## config.mk

```make
export PLATFORM = sky130hd
export DESIGN_NAME = seq_multiplier
export DESIGN_NICKNAME = d
export VERILOG_FILES = /design/src/rtl/seq_multiplier.sv
export SDC_FILE = /design/constraint.sdc
export NUM_CORES = 1
export LEC_CHECK = 0
export CAP_MARGIN = 40
export CORE_AREA = 2 2 84 86
export DETAILED_ROUTE_END_ITERATION = 16
export DIE_AREA = 0 0 86 88
export GPL_ROUTABILITY_DRIVEN = 0
export PLACE_DENSITY = 0.73
export SLEW_MARGIN = 25
export SYNTH_ARGS = -nofsm -noshare
export SYNTH_HDL_FRONTEND = slang
export SYNTH_SLANG_ARGS = --single-unit
export TNS_END_PERCENT = 20
```

## constraint.sdc

```tcl
create_clock -name clk -period 3.05 [get_ports clk]
set_input_delay 0.61 -clock clk [delete_from_list [all_inputs] [get_ports clk]]
set_output_delay 0.61 -clock clk [all_outputs]
set_load 0.005 [all_outputs]
```

## src/rtl/seq_multiplier.sv

```systemverilog
// Unsigned shift-and-add multiplier that consumes one multiplier bit per clock.
// The product lands on op WIDTH cycles after start is accepted, with a one-cycle done pulse.
module seq_multiplier #(
    parameter int WIDTH = 8
) (
    input  logic               clk,
    input  logic               rst_n,
    input  logic               start,
    input  logic [WIDTH-1:0]   a,
    input  logic [WIDTH-1:0]   b,
    output logic [2*WIDTH-1:0] op,
    output logic               busy,
    output logic               done
);
    localparam int PW = 2 * WIDTH;
    localparam int CW = $clog2(WIDTH);

    typedef enum logic {IDLE, RUN} state_t;

    state_t         state;
    logic [PW-1:0]  a_reg;
    logic [WIDTH-1:0] b_reg;
    logic [PW-1:0]  acc;
    logic [CW-1:0]  cnt;
    logic [PW-1:0]  acc_next;

    // a_reg shifts left and b_reg shifts right, so b_reg[0] is always the current bit.
    assign acc_next = acc + (b_reg[0] ? a_reg : '0);

    always_ff @(posedge clk) begin
        if (!rst_n) begin
            state <= IDLE;
            a_reg <= '0;
            b_reg <= '0;
            acc   <= '0;
            cnt   <= '0;
            op    <= '0;
            busy  <= 1'b0;
            done  <= 1'b0;
        end else begin
            done <= 1'b0;
            case (state)
                IDLE: begin
                    if (start) begin
                        a_reg <= PW'(a);
                        b_reg <= b;
                        acc   <= '0;
                        cnt   <= '0;
                        busy  <= 1'b1;
                        state <= RUN;
                    end
                end
                RUN: begin
                    acc   <= acc_next;
                    a_reg <= a_reg << 1;
                    b_reg <= b_reg >> 1;
                    cnt   <= cnt + CW'(1);
                    if (cnt == CW'(WIDTH - 1)) begin
                        op    <= acc_next;
                        done  <= 1'b1;
                        busy  <= 1'b0;
                        state <= IDLE;
                    end
                end
                default: state <= IDLE;
            endcase
        end
    end
endmodule

```

Yosys cells after proc, flatten, opt, wreduce, memory -nomap -nowiden. Cells that the tools add are included.

Register bits: 62. Logic and storage cells: 33. Output and inout port bits: 18.

Equal/unequal tests: 3. Muxes and demuxes: 16. Bitwise operators: 1. Add/sub/neg operators: 2. Reduce and logical (&&, ||, !) cells: 3.

Operator list (number): $pmux 16 s2 (2); $mux 16 (3); $add 16x16->16 (1); $pmux 8 s2 (1); $mux 8 (1); $pmux 3 s2 (1); $reduce_and 2->1 (3); $mux 1 (5); $pmux 1 s2 (2); $add 3x1->3 const B (1); $eq 3x3->1 const B (1); $mux 3 (1); $ne 2x1->1 const B (1); $ne 2x2->1 const B (1); $not 1->1 (1).

Longest topological paths before layout. Gate-level depths: netlist (run 1).

Depth in word-level cells: 3. Mapped depth: 10.

Worst setup path before layout (run 1). No wires, ideal clock.

Path type: register to register. From: reg b_reg[0]. To: reg op[14]. Arrival time: 2.320 ns. Cell stages (with the launch flop): 11. Setup time: 0.117 ns. Slack: 0.613 ns. Required time: 2.933 ns. Cells stage by stage: dfxtp_1 > clkbuf_1 > and2_1 > ha_1 > fa_1 > a21oi_1 > o21ai_1 > o21ba_1 > o41ai_2 > xnor2_1 > a22o_1.

Longest elaborated chain between the ends: 2.

RTL lines: start, declared (RTL line 22) `logic [WIDTH-1:0] b_reg;`; start signal, assigned (RTL line 56) `b_reg <= b_reg >> 1;`; $mux 16 (RTL line 28) `assign acc_next = acc + (b_reg[0] ? a_reg : '0);`; $add 16x16->16 (RTL line 28); end signal, assigned (RTL line 59) `op <= acc_next;`; end, declared (RTL line 11) `output logic [2*WIDTH-1:0] op,`.

No other way between the ends. A chain may end at the register's enable or synchronous reset.

Worst setup path after layout (run 1). Ends and elaborated chain as after synthesis.

==> results.cfg, run 1 <==
[critical_path]
worst-endpoint-arrival_ns = 2.84
critPathMaxStageDelay_ns = 0.42
cp-start-kind = register
worstSetupPathType = reg -> reg
cpLargestDelayFamily = compound AO/OA/AOI/OAI gates
endpoint_kind = register
cp.required_ns = 3.29
path_buf_inv = 0
worst_path_max_delay_cell = sky130_fd_sc_hd__dfxtp_1
critical_path.max_fanout = 17
ordered_list_of_cells_on_the_worst_path = and2_1 -> ha_1 -> fa_1 -> a21oi_1 -> o21ai_1 -> o21ba_1 -> o41ai_2 -> xnor2_1 -> a22o_1

[synthesis]
ys_dominant_reg_cell = sky130_fd_sc_hd__dfxtp_1
synth_top_cells_by_count = sky130_fd_sc_hd__dfxtp_1 (62), sky130_fd_sc_hd__and2_1 (33), sky130_fd_sc_hd__a21oi_1 (32), sky130_fd_sc_hd__nand2_1 (32), sky130_fd_sc_hd__o21ai_0 (23)
area_fraction_in_compound_gates_after_synthesis = 0.191
number_of_warning_messages_in_the_yosys_log = 0
ys_seq_elements = 62
simple_gate_fraction_of_synth_area = 0.225
synth.avg_cell_area_um2 = 8.93
synthesized_area_fraction_occupied_by_adder_cells = 0.0724
synth.yosys.seq_area_share = 0.386
post_synth_num_cell_types = 42
synthArstFlopShare = 0
synth_mux_area_frac = 0.0592
yosys.area.top_type = sky130_fd_sc_hd__dfxtp_1
post_synth_instance_area_um2 = 3210
synth_fp_nets = 397
top_post_synthesis_cells_by_area = sky130_fd_sc_hd__dfxtp_1 (39%), sky130_fd_sc_hd__ha_1 (6.6%), sky130_fd_sc_hd__and2_1 (6.4%)
synth_top_family_by_area = simple AND/OR/NAND/NOR gates
synth_enable_flop_cells = 0
synth_xor_area_frac = 0.0327
post_synth_inst_count = 360
post-synth-top-count-cell = sky130_fd_sc_hd__dfxtp_1
synth_largest_type_area_fraction = 0.386

[final_layout]
area_growth_syn_to_layout_pct = 17.8
post_layout_nonfiller_instances = 473
fillers = 613
antenna_cells_inserted = 0
layout.cell_area.non_filler_um2 = 3780
num-nets-final = 427
finish.utilization = 0.569
post_route_cells_drive_above_1_share = 0.0636

[sta]
post-route-worst-setup-slack_ns = 0.444
min_period_ns = 2.61
timing.clock.skew_ns = 0.00891
finalSetupViolations = 0
timing.final.crit_share = 0.854
relative_max_transition_margin = 0.605
maxSlewViolCount = 0
fin_hold_ws_ns = 0.464
maxClockFrequency_ghz = 0.384
fin_tns_setup_ns = 0
setup_repair_after_global_routing_missed_its_margin = no
finalHoldViolations = 0
timing_worst_slew_pin_value_ns = 0.591

[clock_network]
hold_buffers = 0
h-tree-depth = 3
count_of_clock_tree_sinks = 62
post_cts_resized = 0
cts_inserted_buffers = 9
clk_latency_ns = 0.34
post-cts-setup-buffer-count = 0
root_buffer_selected_by_cts = sky130_fd_sc_hd__clkbuf_8
clk_pin_slew_ns = 0.06
cts_tree = built
cts_buffer_depth = 2

[floorplanning]
io-pin-count = 37
starting_density_of_the_core = 0.484
floorplan.rows = 30
die_width_um = 86
dieArea_um2 = 7570
placeableCoreArea_um2 = 6640
dieHeight_um = 88

[routing]
drt-initial-drc-count = 100
dr_total_vias = 2601
drt_pre_antenna_iters = 4
drt_wl_total_um = 6730
wire_per_inst_um = 14.2
drtAntennaViolNets = 0
drt-vias-per-instance = 5.50
remaining_drc_errors = 0

[grt]
overall_global_routing_usage = 0.189
busiest_layer = met2
grt_pass1_vias = 2373
grtUsageMet3 = 0.0566
antenna_found_initial = 0
global_route.usage.met2 = 0.300
groute.layer.met1.usage = 0.232
grt_first_pass_wirelength_um = 11000
grt_max_degree = 31
gr_ovfl_total = 0

[pwr]
powerDensity_nw_per_um2 = 413
totalPowerFinal_mw = 1.56
power_leakage_nw = 1.59
peakVddDrop_uv = 220

[run]
drv.max_cap_violation_count = 0

[place]
place_inst = 459
hpwl_um = 4960
buffer_ports.inserted = 36
place_worst_setup_slack_ns = 0.445
dpl-instance-area_um2 = 3630

[outcome]
result_of_the_run = finished clean

[worst_hold_path]
holdCritPathClass = reg -> reg
[metal layers]
| metal | share of wire | wire (µm) | vias to the layer above |
|---|---|---|---|
| met3 | 0.046 | 307 | 14 |
| met5 | 0 | 0 | - |
| met2 | 0.45 | 3000 | 47 |
| met4 | 0.022 | 147 | 0 |
| met1 | 0.49 | 3270 | 1208 |
| li1 | - | - | 1332 |
[layout make-up]
cell class | instances | area (µm²) | area share
Multi-Input combinational cell | 272 | 1870 | 0.493
Timing Repair Buffer | 43 | 413 | 0.109
Tap cell | 80 | 100 | 0.0265
Clock buffer | 12 | 145 | 0.0384
Clock inverter | 2 | 10.0 | 0.00265
Inverter | 2 | 7.51 | 0.00198
Sequential cell | 62 | 1240 | 0.328
[where the power goes]
group / switching, mW / total (mW) / leakage, nW / internal (mW)
clock network: 0.294 / 0.599 / 0.0821 / 0.305
registers: 0.0171 / 0.844 / 0.503 / 0.827
logic: 0.0593 / 0.121 / 1.00 / 0.0612
[worst reg2reg max path, stage by stage, from the launching register on]
cell                      delay (ns)
sky130_fd_sc_hd__dfxtp_1        0.42
sky130_fd_sc_hd__and2_1         0.20
sky130_fd_sc_hd__ha_1           0.22
sky130_fd_sc_hd__fa_1           0.42
sky130_fd_sc_hd__a21oi_1        0.21
sky130_fd_sc_hd__o21ai_1        0.14
sky130_fd_sc_hd__o21ba_1        0.24
sky130_fd_sc_hd__o41ai_2        0.32
sky130_fd_sc_hd__xnor2_1        0.13
sky130_fd_sc_hd__a22o_1         0.21
[cell usage in the layout, fill, tap and decap left out, drive strengths merged, types with 2 or more instances in the layout]
master         netlist  layout
dfxtp               62      62
clkdlybuf4s50        0      36
and2                33      33
a21oi               33      33
nand2               32      32
o21ai               26      26
mux2i               19      19
nor3b               19      19
nor2b               19      19
ha                  17      17
a22o                15      15
clkbuf              21      12
nor2                 9       9
buf                  3       7
xnor2                6       6
xor2                 6       6
o211ai               5       5
nand3                4       4
a21o                 3       3
a32o                 3       3
nand2b               2       2
and3                 2       2
o21ba                2       2
a31oi                2       2
or3                  2       2
inv                  2       2
clkinv               0       2
[path summary, 6_finish.rpt]
path / from / cells after the start / slack [ns] / endpoint
setup / recovery: b_reg[0]$_SDFFE_PN0P_ / 9 / 0.44 / op[14]$_SDFFE_PN0P_
hold / removal: op[8]$_SDFFE_PN0P_ / 2 / 0.46 / op[8]$_SDFFE_PN0P_
setup reg to reg: b_reg[0]$_SDFFE_PN0P_ / 9 / 0.44 / op[14]$_SDFFE_PN0P_
hold reg to reg: op[8]$_SDFFE_PN0P_ / 2 / 0.46 / op[8]$_SDFFE_PN0P_
[logic make-up (layout without fill, tap and decap cells)]
| kind of cell | after synthesis | after routing |
|---|---|---|
| adders and majority gates | 18 | 18 |
| muxes | 19 | 19 |
| xor gates and xnor gates | 12 | 12 |
| buffers and inverters | 26 | 59 |
| DFF | 62 | 62 |
| and+or+nand+nor | 128 | 128 |
| AOI/OAI and AO/OA | 95 | 95 |
Note: power is estimated with default switching activity, not from simulation.
==> inputs of run 2 (changes only) <==
- SLEW_MARGIN: 25 -> default
==> results of run 2 <==
No change in the layout: final DEF, timing and power equal those of run 1.
